File: src/rtl/fir_out_decim_pkg.sv
`default_nettype none
// ============================================================================
// Module      : fir_out_decim_pkg
// Description : Shared constants, sample type and reference requantiser for
//               the FIR output decimation stage.
// Revision    : 1.0  initial release
// ============================================================================
package fir_out_decim_pkg;

  // FIR datapath geometry; the FIR sum width follows from these
  localparam int DEF_BIT_PREC   = 8;
  localparam int DEF_TAPS       = 9;
  localparam int DEF_IN_W       = 2 * DEF_BIT_PREC + DEF_TAPS - 1;

  // Output stage defaults
  localparam int DEF_OUT_W      = 16;
  localparam int DEF_SHIFT      = 8;
  localparam int DEF_DECIM      = 4;
  localparam int DEF_FIFO_DEPTH = 4;

  typedef logic signed [DEF_OUT_W-1:0] out_sample_t;

  // Round half toward +inf, drop DEF_SHIFT LSBs, clamp to the output range.
  // The extra MSB on the sum keeps the rounding add from wrapping.
  function automatic out_sample_t sat_round(input logic signed [DEF_IN_W-1:0] x,
                                            output logic sat);
    logic signed [DEF_IN_W:0]            sum;
    logic signed [DEF_IN_W:0]            q;
    logic [DEF_IN_W-DEF_OUT_W+1:0]       hi;
    sum = {x[DEF_IN_W-1], x} + (DEF_IN_W+1)'(2 ** (DEF_SHIFT - 1));
    q   = sum >>> DEF_SHIFT;
    hi  = q[DEF_IN_W:DEF_OUT_W-1];
    sat = !((&hi) || !(|hi));
    if (!sat)
      return q[DEF_OUT_W-1:0];
    else if (q[DEF_IN_W])
      return {1'b1, {(DEF_OUT_W-1){1'b0}}};
    else
      return {1'b0, {(DEF_OUT_W-1){1'b1}}};
  endfunction

endpackage
`default_nettype wire

File: src/rtl/fir_sync_fifo.sv
`default_nettype none
// ============================================================================
// Module      : fir_sync_fifo
// Description : Single-clock show-ahead FIFO. Head is presented on pop_data
//               whenever not empty; reads zero while empty. A push into a
//               full FIFO is accepted only if a pop happens the same cycle.
// Revision    : 1.0  initial release
// ============================================================================
module fir_sync_fifo #(
  parameter int WIDTH = 16,
  parameter int DEPTH = 4
) (
  input  logic                       clk,
  input  logic                       rst,
  input  logic                       push,
  input  logic [WIDTH-1:0]           push_data,
  input  logic                       pop,
  output logic [WIDTH-1:0]           pop_data,
  output logic                       full,
  output logic                       empty,
  output logic [$clog2(DEPTH):0]     level
);

  localparam int AW = $clog2(DEPTH);
  localparam int LW = AW + 1;

  logic [WIDTH-1:0] r_mem [DEPTH];
  logic [AW-1:0]    r_wr_ptr;
  logic [AW-1:0]    r_rd_ptr;
  logic [LW-1:0]    r_level;
  logic             w_do_push;
  logic             w_do_pop;

  assign empty     = (r_level == '0);
  assign full      = (r_level == LW'(DEPTH));
  assign w_do_pop  = pop && !empty;
  assign w_do_push = push && (!full || w_do_pop);
  assign level     = r_level;
  assign pop_data  = empty ? '0 : r_mem[r_rd_ptr];

  // Storage write; data is never overwritten because full blocks the push
  always_ff @(posedge clk) begin
    if (w_do_push)
      r_mem[r_wr_ptr] <= push_data;
  end

  // Pointers wrap naturally at DEPTH (power of two); level tracks occupancy
  always_ff @(posedge clk) begin
    if (rst) begin
      r_wr_ptr <= '0;
      r_rd_ptr <= '0;
      r_level  <= '0;
    end else begin
      if (w_do_push)
        r_wr_ptr <= r_wr_ptr + AW'(1);
      if (w_do_pop)
        r_rd_ptr <= r_rd_ptr + AW'(1);
      case ({w_do_push, w_do_pop})
        2'b10:   r_level <= r_level + LW'(1);
        2'b01:   r_level <= r_level - LW'(1);
        default: r_level <= r_level;
      endcase
    end
  end

endmodule
`default_nettype wire

File: src/rtl/fir_out_decim.sv
`default_nettype none
// ============================================================================
// Module      : fir_out_decim
// Description : FIR output stage. Keeps one of every DECIM valid samples,
//               rounds/saturates to OUT_W bits, registers the result and
//               buffers it in a show-ahead FIFO drained over valid/ready.
//               Sticky flags report saturation and dropped samples.
// Revision    : 1.0  initial release
// ============================================================================
module fir_out_decim
  import fir_out_decim_pkg::*;
#(
  parameter int IN_W       = DEF_IN_W,
  parameter int OUT_W      = DEF_OUT_W,
  parameter int SHIFT      = DEF_SHIFT,
  parameter int DECIM      = DEF_DECIM,
  parameter int FIFO_DEPTH = DEF_FIFO_DEPTH
) (
  input  logic                           clk,
  input  logic                           rst,
  input  logic                           clr,
  input  logic                           in_valid,
  input  logic [IN_W-1:0]                in_data,
  output logic                           out_valid,
  input  logic                           out_ready,
  output logic [OUT_W-1:0]               out_data,
  output logic [$clog2(FIFO_DEPTH):0]    fifo_level,
  output logic                           sat_flag,
  output logic                           ovf_flag
);

  localparam int               PH_W  = (DECIM > 1) ? $clog2(DECIM) : 1;
  localparam int               HI_W  = IN_W - OUT_W + 2;
  localparam logic [IN_W:0]    c_RND = (IN_W + 1)'(1) << (SHIFT - 1);
  localparam logic [OUT_W-1:0] c_MAX = {1'b0, {(OUT_W-1){1'b1}}};
  localparam logic [OUT_W-1:0] c_MIN = {1'b1, {(OUT_W-1){1'b0}}};

  logic                    w_clear;
  logic                    w_phase_zero;
  logic                    w_keep;
  logic signed [IN_W:0]    w_ext;
  logic signed [IN_W:0]    w_sum;
  logic signed [IN_W:0]    w_q;
  logic [HI_W-1:0]         w_hi;
  logic                    w_sat;
  logic [OUT_W-1:0]        w_req;
  logic                    r_s1_valid;
  logic [OUT_W-1:0]        r_s1_data;
  logic                    w_full;
  logic                    w_empty;
  logic                    r_sat_flag;
  logic                    r_ovf_flag;

  assign w_clear = rst || clr;
  assign w_keep  = in_valid && w_phase_zero;

  generate
    if (DECIM > 1) begin : g_phase
      logic [PH_W-1:0] r_phase;
      // Phase advances only on valid input so gaps never shift the keep slot
      always_ff @(posedge clk) begin
        if (w_clear)
          r_phase <= '0;
        else if (in_valid)
          r_phase <= (r_phase == PH_W'(DECIM - 1)) ? '0 : r_phase + PH_W'(1);
      end
      assign w_phase_zero = (r_phase == '0);
    end else begin : g_no_phase
      assign w_phase_zero = 1'b1;
    end
  endgenerate

  // Requantiser: round half toward +inf then clamp if the upper bits are not
  // all sign copies
  always_comb begin
    w_ext = {in_data[IN_W-1], in_data};
    w_sum = w_ext + c_RND;
    w_q   = w_sum >>> SHIFT;
    w_hi  = w_q[IN_W:OUT_W-1];
    w_sat = !((&w_hi) || !(|w_hi));
    if (!w_sat)
      w_req = w_q[OUT_W-1:0];
    else if (w_q[IN_W])
      w_req = c_MIN;
    else
      w_req = c_MAX;
  end

  // Stage 1 register reloads every cycle; its content is pushed on the same
  // edge that would overwrite it
  always_ff @(posedge clk) begin
    if (w_clear) begin
      r_s1_valid <= 1'b0;
      r_s1_data  <= '0;
    end else begin
      r_s1_valid <= w_keep;
      r_s1_data  <= w_req;
    end
  end

  // Sticky flags; a drop happens only when full and no same-cycle pop
  always_ff @(posedge clk) begin
    if (w_clear) begin
      r_sat_flag <= 1'b0;
      r_ovf_flag <= 1'b0;
    end else begin
      if (w_keep && w_sat)
        r_sat_flag <= 1'b1;
      if (r_s1_valid && w_full && !out_ready)
        r_ovf_flag <= 1'b1;
    end
  end

  fir_sync_fifo #(
    .WIDTH (OUT_W),
    .DEPTH (FIFO_DEPTH)
  ) u_fifo (
    .clk       (clk),
    .rst       (w_clear),
    .push      (r_s1_valid),
    .push_data (r_s1_data),
    .pop       (out_ready),
    .pop_data  (out_data),
    .full      (w_full),
    .empty     (w_empty),
    .level     (fifo_level)
  );

  assign out_valid = !w_empty;
  assign sat_flag  = r_sat_flag;
  assign ovf_flag  = r_ovf_flag;

endmodule
`default_nettype wire
File: config.mk
export PLATFORM = sky130hd
export DESIGN_NAME = fir_out_decim
export DESIGN_NICKNAME = d
export VERILOG_FILES = /design/src/rtl/fir_out_decim_pkg.sv /design/src/rtl/fir_sync_fifo.sv /design/src/rtl/fir_out_decim.sv
export SDC_FILE = /design/constraint.sdc
export NUM_CORES = 1
export LEC_CHECK = 0
export CORE_MARGIN = 2
export CORE_UTILIZATION = 44
export CTS_CLUSTER_DIAMETER = 50
export DETAILED_ROUTE_END_ITERATION = 8
export PLACE_DENSITY_LB_ADDON = 0.15
export SLEW_MARGIN = 20
export SYNTH_ARGS = -nofsm -noshare
export SYNTH_HDL_FRONTEND = slang
export SYNTH_SLANG_ARGS = --single-unit
File: constraint.sdc
create_clock -name clk -period 2.58 [get_ports clk]
set_input_delay 0.645 -clock clk [delete_from_list [all_inputs] [get_ports clk]]
set_output_delay 0.645 -clock clk [all_outputs]
set_load 0.1 [all_outputs]
==> metrics.txt, run 1 <==
diode count 0; Routed Antenna Nets 0; Initial Utilization between 40 and 50%; fin nets around 380; DIE AREA ~0.01 mm^2; syn_area_per_cell roughly 14 um^2; drt pass-1 iters 4; area delta synth->final 25.9%; final WL 7160 um; FFs w/ async S/R, synth 0%; Final setup viols 0; deepest clock path buffer count 2; Vias 2370; num rows 35; largest cells by area after synthesis edfxtp_1, dfxtp_1, mux4_2; maximum vdd drop roughly 0.24 mV; Crit. End Element primary output; residual DRC count 0; Setup crit start kind register; Synth top area share 47.2%; CTS Buf Count 9; IO Pins between 50 and 60; vias in the first global route about 2300; Power Dens Cells about 550 mW/mm^2; DPL Wire Length about 5000 um; commonest cells in the netlist edfxtp_1, dfxtp_1, and2_1, mux4_2; Synth area leader edfxtp_1; RSZ-0062 raised after global routing false; Worst EP required 1930 ps; Synth Cell Area ~0.0041 mm^2; Seq pwr share between 50 and 60%; htree depth 3; CTS Hold Buffers Added 0; largest net degree at the start of global routing 20; post-place setup slack around 150 ps; clock share of power around a third; most frequent cell after synthesis edfxtp_1; Core Box Area approximately 0.0091 mm^2; Max Clock Freq around 410 MHz; Sw Pwr 624 uW; # clock sinks 94; Seq/Total Area, Yosys 62.0%; gr ovfl total 0; #FFs+latches synth 94; Netlist cell types 52; Resize count post-CTS 0; headroom to the max-slew limit approximately 76%; final hold violation count 0; Clock Skew around 13 ps; Die X roughly 100 um; Tot GR Track Use between 10% and 20%; period utilisation layout between 90% and 100%; Layout fillers ~770; arrival time worst endpoint about 1800 ps; post-CTS setup buffer count 0; post-layout min period 2450 ps; Reg clk slew, reported paths around 90 ps; worst setup margin roughly 130 ps; Slew Limit Fails 0; number of I/O port buffers 43; ratio of cells with drive above 1 in the final layout between 20% and 30%; crit-path max FO 16; Syn. warnings 0; Post-synth EDFFs 64; first-pass GRT wire length between 10000 and 15000 um; Synth Flop Type edfxtp_1; Cells after Synth between 200 and 300; vias per inst between 5 and 6; Worst-Margin Slew around 360 ps; status complete, no violations; Clk Latency, worst-skew pair 350 ps; CTS root buffer clkbuf_8; combinational power share 7.9%; leakage ~1.7 nW; die height 100 um; gp weighted congestion ~0.9; sw frac between 20% and 30%; Power, Total between 2 and 3 mW; worst hold path class register to register; syn nets 318; Avg WL per Cell 15.7 um; maxcap violations 0; Int Pwr between 2 and 2.5 mW; initial antenna violation count 0; Crit Path Category register to primary output; CTS tree built; initial drt markers between 100 and 150
## critical path, stage by stage (launching register included)
cell and delay [ps]:
dfxtp_1 360, buf_12 190, mux4_2 530, and2_1 200, buf_12 170
## stage by stage
| stage | hold slack (ps) | std cells | area, um^2 | TNS [ps] | util, % |
|---|---|---|---|---|---|
| 6_report | 476 | 455 | 5120 | 0 | 56.3 |
| 5_1_grt | 505 | 455 | 5120 | 0 | 56.3 |
| 4_1_cts | 475 | 455 | 5120 | 0 | 56.3 |
| 3_5_place_dp | 452 | 439 | 4930 | 0 | 54.1 |
| 3_3_place_gp | 445 | 439 | 4930 | 0 | 54.1 |
| 2_1_floorplan | 438 | 281 | 4090 | -441 | - |
## per-layer routing
layer  up-vias  GRT usage, %  wire length (um)
li1       1164             -                 -
met1      1135          20.0              3190
met2        59          25.6              3570
met3        12          2.86               258
met4         0          6.95               138
met5         -             0                 0
## path summary, 6_finish.rpt
check / start / end / slack, ps / depth (start not counted)
setup / recovery: register / out_data[15] / 130 / 4
setup reg to reg: u_fifo.level[2] / u_fifo.level[1] / 670 / 6
hold / removal: sat_flag / sat_flag / 480 / 2
hold reg to reg: sat_flag / sat_flag / 480 / 2
## power groups by stage
| stage | clock [mW] | combinational [mW] | sequential (mW) |
|---|---|---|---|
| 5_1_grt | 1.05 | 0.240 | 1.65 |
| 3_5_place_dp | 0 | 0.225 | 1.68 |
| 2_1_floorplan | 0 | 0.123 | 1.67 |
| 3_3_place_gp | 0 | 0.223 | 1.68 |
| 6_report | 0.962 | 0.223 | 1.64 |
| 4_1_cts | 0.989 | 0.226 | 1.64 |
## state kept, by name, indices dropped and copies added, names as in the netlist, named ones only
signal           count
u_fifo.r_mem        64
r_s1_data           16
u_fifo.level         3
g_phase.r_phase      2
u_fifo.r_rd_ptr      2
u_fifo.r_wr_ptr      2
ovf_flag             1
r_s1_valid           1
sat_flag             1
## cells in the final DEF, fill, tap and decap left out, drive strengths merged, types with 5 or more instances in the layout
cell type	count
inv	16
clkdlybuf4s50	21
xnor2	7
edfxtp	64
buf	41
nor2	14
nand2	8
dfxtp	30
clkbuf	11
xor2	9
ha	7
o21ai	6
mux4	16
and2	21
nand4	5
a21oi	16
nand3	11
## kinds of logic after synthesis
family                   share of synthesized area [%]
adder cells (fa/ha/maj)                           2.64
XOR/XNOR                                          3.44
buffers and inverters                             3.50
flip-flops                                        62.0
AND/OR/NAND/NOR                                   11.6
AO/OA/AOI/OAI                                     7.22
multiplexers                                      9.59
## layout make-up
type                       count  area [um^2]  share of cell area, %
clock buffer                  11          141                   2.76
clock inverter                 5         57.6                   1.12
inverter                      14         52.6                   1.03
multi-input combinational    158         1420                   27.6
sequential                    94         2530                   49.3
tap                          111          139                   2.71
timing repair buffer          62          793                   15.5
No activity file was read; power rests on OpenSTA's default activity.
==> inputs of run 2 (changes only) <==
--- a/config.mk
+++ b/config.mk
@@ -5,6 +5,7 @@
 export SDC_FILE = /design/constraint.sdc
 export NUM_CORES = 1
 export LEC_CHECK = 0
+export ABC_AREA = 1
 export CORE_MARGIN = 2
 export CORE_UTILIZATION = 44
 export CTS_CLUSTER_DIAMETER = 50
==> run 2 against run 1 <==
Net effect: hold slack got worse by 21 ps; worst setup slack better by 60 ps; combinational power up 48%; clock power is 1% lower; clock skew increased by 5.8 ps; sequential cell count is the same; power up 3.5%; routed wire length grew 9.5%; maximum frequency increased by 2.5%; critical path type unchanged; final cell count rose by 29%; die area rose by 1.6%; utilization up 0.72 points.
==> metrics.txt, run 2 <==
status complete, no violations; IO Pins 51 (unchanged); post-layout min period 2390 ps (-60.2 ps); final WL 7840 um (+9.5%); ratio of cells with drive above 1 in the final layout 18.4% (-12 points); Final setup viols 0 (unchanged); syn_area_per_cell 9.76 um^2 (-33%); #FFs+latches synth 94 (unchanged); Synth Flop Type edfxtp_1; num rows 35 (unchanged); period utilisation layout 92.8% (-2.3 points); commonest cells in the netlist nor2_1, edfxtp_1, nand2_1, o21ai_0, a21oi_1; Hold WS 454 ps (-21.4 ps); sw frac 24.2% (+2.2 points); maximum vdd drop 0.276 mV (+16%); Power, Total 2.93 mW (+3.5%); Clk Latency, worst-skew pair 350 ps (about the same); maxcap violations 0 (unchanged); fin nets 510 (+36%); Synth top area share 46.4% (-0.77 points); max reg flops 64 (unchanged); syn nets 461 (+45%); Tot GR Track Use 16.9% (+1.4 points); gp weighted congestion 0.803 (-11%); Worst-Margin Slew 582 ps (+221 ps); initial drt markers 108 (+6.9%); Post-synth EDFFs 64 (unchanged); diode count 0 (unchanged); largest register by flop count u_fifo.r_mem; final hold violation count 0 (unchanged); Die X 101 um (+0.79%); initial antenna violation count 0 (unchanged); combinational power share 11.3% (+3.4 points); worst setup margin 186 ps (+60.2 ps); die height 101 um (+0.79%); worst hold path class register to register; number of I/O port buffers 43 (unchanged); Int Pwr 2.22 mW (+0.60%); Cells after Synth 424 (+51%); residual DRC count 0 (unchanged); Crit. End Element primary output; arrival time worst endpoint 1750 ps (-60 ps); CTS Buf Count 9 (unchanged); final core occ 57.0% (+0.72 points); Power Dens Cells 559 mW/mm^2 (+1.2%); deepest clock path buffer count 2 (unchanged); area delta synth->final 26.6%; Seq/Total Area, Yosys 61.0% (-1.0 points); vias per inst 4.91 (-5.7%); DPL Wire Length 5430 um (+8.1%); post-place setup slack 169 ps (+21.8 ps); Synth area leader edfxtp_1; Avg WL per Cell 13.3 um (-15%); CTS Hold Buffers Added 0 (unchanged); largest net degree at the start of global routing 33 (+65%); # clock sinks 94 (unchanged); most frequent cell after synthesis nor2_1; Vias 2893 (+22%); CTS tree built; leakage 1.97 nW (+13%); clock share of power 32.4% (-1.6 points); headroom to the max-slew limit 61.1% (-15 points); Reg clk slew, reported paths 100 ps (about the same); Synth Cell Area 0.00414 mm^2 (+1.7%); placed cells 573 (+31%); htree depth 3 (unchanged); Clock Skew 19.2 ps (+5.82 ps); Crit Path Category register to primary output; Slew Limit Fails 0 (unchanged); vias in the first global route 2783 (+19%); DIE AREA 0.0102 mm^2 (+1.6%); Syn. warnings 0 (unchanged); Initial Utilization 45.0% (+0.31 points); gr ovfl total 0 (unchanged); commonest non-fill, non-tap cell in the layout nor2_1; drt pass-1 iters 5 (+1); crit-path max FO 32 (+16); commonest cells after routing, fill and taps aside nor2_1, edfxtp_1, nand2_1, o21ai_0, inv_1; RSZ-0062 raised after global routing true; CTS root buffer clkbuf_8; first-pass GRT wire length 13100 um (+12%); Worst EP required 1930 ps (about the same); Seq pwr share 56.3% (-1.8 points); Netlist cell types 28 (-46%); Routed Antenna Nets 0 (unchanged); Setup crit start kind register; largest cells by area after synthesis edfxtp_1, dfxtp_1, nor2_1; Core Box Area 0.00920 mm^2 (+0.96%); FFs w/ async S/R, synth 0% (unchanged); Max Clock Freq 418 MHz (+2.5%); Non-Filler Instances 589 (+29%); Sw Pwr 709 uW (+14%)
-- run 2: metrics by stage --
stage,area [um^2],TNS (ps)
after floorplan,4290,0
after global placement,5040,0
after detailed placement,5040,0
after CTS,5240,0
after global routing,5240,-0.363
final,5240,0
-- run 2: final timing paths --
path	from	end	slack, ps	cells past startpoint
hold reg to reg	ovf_flag	ovf_flag	450	2
hold / removal	ovf_flag	ovf_flag	450	2
setup / recovery	register	out_data[13]	190	4
setup reg to reg	u_fifo.level[0]	u_fifo.level[2]	590	13
-- run 2: routing by layer --
metal | track usage, % | part of all wire, %
met3 | 3.33 | 3.1
met4 | 6.03 | 1.1
met1 | 20.9 | 46
met5 | 0 | 0
met2 | 29.3 | 49
-- run 2: cells by family after synthesis --
logic type	after synthesis	synth area share [%]
and+or+nand+nor	184	19.7
DFF	94	61.0
AOI/OAI and AO/OA	80	9.86
buffers and inverters	50	5.20
xor gates and xnor gates	8	1.69
adders and majority gates	8	2.60
-- run 2: timing repair --
item | 4_1_cts | 5_1_grt
buffers inserted | 0 | 0
resized for setup | 0 | 0
endpoints found under the setup margin | 0 | 1
-- run 2: cell type report --
cell class                 count  area, um^2
clock buffer                  10         138
sequential                    94        2530
fill                         803        3960
tap                          111         139
multi-input combinational    280        1540
timing repair buffer          53         701
clock inverter                 6        61.3
inverter                      35         135
-- run 2: worst max-delay path, cell delays in order, from the launching register on --
cell and delay, ps:
dfxtp_1 340, inv_2 350, o21ai_0 260, a21oi_4 230, buf_12 190
-- run 2: power groups by stage --
stage	clock network (mW)	registers [mW]	logic, mW
after detailed placement	0	1.68	0.333
after global placement	0	1.68	0.330
after CTS	0.974	1.65	0.334
after global routing	1.03	1.65	0.357
after floorplan	0	1.69	0.198
final	0.949	1.65	0.331
==> inputs of run 3 (changes only) <==
--- a/config.mk
+++ b/config.mk
@@ -10,6 +10,7 @@
 export CORE_UTILIZATION = 44
 export CTS_CLUSTER_DIAMETER = 50
 export DETAILED_ROUTE_END_ITERATION = 8
+export GPL_TIMING_DRIVEN = 0
 export PLACE_DENSITY_LB_ADDON = 0.15
 export SLEW_MARGIN = 20
 export SYNTH_ARGS = -nofsm -noshare
==> run 3 against run 2 <==
Net effect: combinational power is 5% lower; worst setup slack worse by 110 ps; clock skew is 2.9 ps lower; cell area is 1.1% lower; utilization is 0.61 points lower; sequential power hardly changed; clock power is 7% higher; maximum frequency is 4.3% lower; final cell count is 1.5% higher; power is 1.7% higher; clock-buffer cell count is 5 higher.
==> metrics.txt, run 3 (synthesized netlist as in run 2, its figures left out) <==
CTS root buffer clkbuf_8; maximum vdd drop 0.282 mV (+2.2%); status complete, no violations; Reg clk slew, reported paths 90 ps (about the same); Max Clock Freq 400 MHz (-4.3%); number of I/O port buffers 43 (unchanged); CTS Buf Count 9 (unchanged); R2R depth 7 (-6); CP Depth 1 (-3); initial drt markers 73 (-32%); Non-Filler Instances 598 (+1.5%); Setup crit start kind register; leakage 1.98 nW (+0.27%); initial antenna violation count 0 (unchanged); slowest cell on the critical path clkdlybuf4s50_1; Power Dens Cells 575 mW/mm^2 (+2.8%); Worst-Margin Slew 984 ps (+401 ps); area delta synth->final 25.3%; hold depth 2 (unchanged); commonest non-fill, non-tap cell in the layout nor2_1; Clock Skew 16.3 ps (-2.91 ps); maxcap violations 0 (unchanged); placed cells 582 (+1.6%); final WL 8440 um (+7.8%); drt pass-1 iters 4 (-1); commonest cells after routing, fill and taps aside nor2_1, edfxtp_1, nand2_1, o21ai_0, inv_1; residual DRC count 0 (unchanged); vias in the first global route 2869 (+3.1%); ratio of cells with drive above 1 in the final layout 20.1% (+1.7 points); DPL Wire Length 6220 um (+15%); R2R Path Start u_fifo.level[0]; post-layout min period 2500 ps (+107 ps); post-place setup slack -792 ps (-961 ps); max reg flops 64 (unchanged); worst setup margin 79.3 ps (-107 ps); cell family with most CP delay buffers and inverters; diode count 0 (unchanged); crit-path cells clkdlybuf4s50_1; Die X 101 um (unchanged); Worst R2R Setup Slack 660 ps (+70 ps); Worst Setup SP u_fifo.level[2]; htree depth 3 (unchanged); vias per inst 4.96 (+0.98%); Vias 2966 (+2.5%); DIE AREA 0.0102 mm^2 (unchanged); worst hold path class register to register; headroom to the max-slew limit 34.2% (-27 points); Final setup viols 0 (unchanged); gp weighted congestion 0.824 (+2.6%); setup_tns 0 ps (unchanged); Routed Antenna Nets 0 (unchanged); largest register by flop count u_fifo.r_mem; Core Box Area 0.00920 mm^2 (unchanged); fin nets 519 (+1.8%); Clk Latency, worst-skew pair 350 ps (about the same); Worst EP required 1930 ps (about the same); CTS Hold Buffers Added 0 (unchanged); gr ovfl total 0 (unchanged); RSZ-0062 raised after global routing false; crit-path max FO 3 (-91%); Initial Utilization 45.0% (unchanged); deepest clock path buffer count 2 (unchanged); final hold violation count 0 (unchanged); CTS tree built; Slew Limit Fails 0 (unchanged); largest net degree at the start of global routing 16 (-52%); Crit Path Category register to primary output; Largest stage delay, worst path 1130 ps (+780 ps); Crit. End Element primary output; period utilisation layout 96.9% (+4.1 points); die height 101 um (unchanged); Layout fillers 800 (-0.37%); first-pass GRT wire length 13800 um (+5.1%); IO Pins 51 (unchanged); Tot GR Track Use 17.7% (+0.80 points); Avg WL per Cell 14.1 um (+6.1%); worst path buffer plus inverter count 1 (-1); r2r endpoint u_fifo.r_mem[3][12]; Setup crit end fifo_level[2]; final core occ 56.4% (-0.61 points); Hold WS 455 ps (+0.568 ps); arrival time worst endpoint 1860 ps (+110 ps); # clock sinks 94 (unchanged); num rows 35 (unchanged)
-- run 3: cell count changes in the layout (fill, tap and decap cells not counted), moves of 5 or more --
| cell | delta |
|---|---|
| o21ai_0 | -5 |
| buf_12 | -19 |
| clkdlybuf4s50_1 | +5 |
| buf_6 | +13 |
| o21ai_1 | +5 |
-- run 3: worst min-delay path by stage --
| stage | start | end |
|---|---|---|
| 6_report | ovf_flag | ovf_flag |
| 5_1_grt | sat_flag | sat_flag |
| 4_1_cts | ovf_flag | ovf_flag |
| 3_5_place_dp | ovf_flag | ovf_flag |
| 3_3_place_gp | r_s1_data[12] | u_fifo.r_mem[2][12] |
| 2_1_floorplan | u_fifo.r_rd_ptr[1] | register |
-- run 3: per-stage QoR --
stage               total power, mW  area, um^2
global placement               1.98        4860
CTS                            2.99        5140
finish                         2.98        5180
global route                   3.07        5180
floorplan                      1.88        4290
detailed placement             1.99        4910
-- run 3: layout make-up --
type	count	area [um^2]	area share, %
well taps	111	139	2.68
repair buffers	48	502	9.68
inverters	35	135	2.61
clock buffers	15	213	4.10
multi-input cells	280	1550	29.8
clock inverters	1	7.51	0.145
flip-flops and latches	94	2530	48.9
plain buffers	14	110	2.12
-- run 3: timing repair --
| action | CTS | global route |
|---|---|---|
| setup buffers | 1 | 0 |
| pin swaps | 1 | 1 |
| gates resized for setup | 118 | 15 |
| setup endpoints to repair | 17 | 11 |
-- run 3: metal layers --
metal	global-route usage (%)	wire (um)	vias to the layer above
li1	-	-	1536
met1	21.6	3820	1352
met2	31.0	4170	68
met3	3.12	324	10
met4	6.76	132	0
met5	0	0	-
-- run 3: power breakdown --
part           internal (mW)  switching [mW]  leakage [nW]
sequential              1.63          0.0199         0.868
combinational          0.103           0.210          1.00
clock                  0.533           0.483         0.110
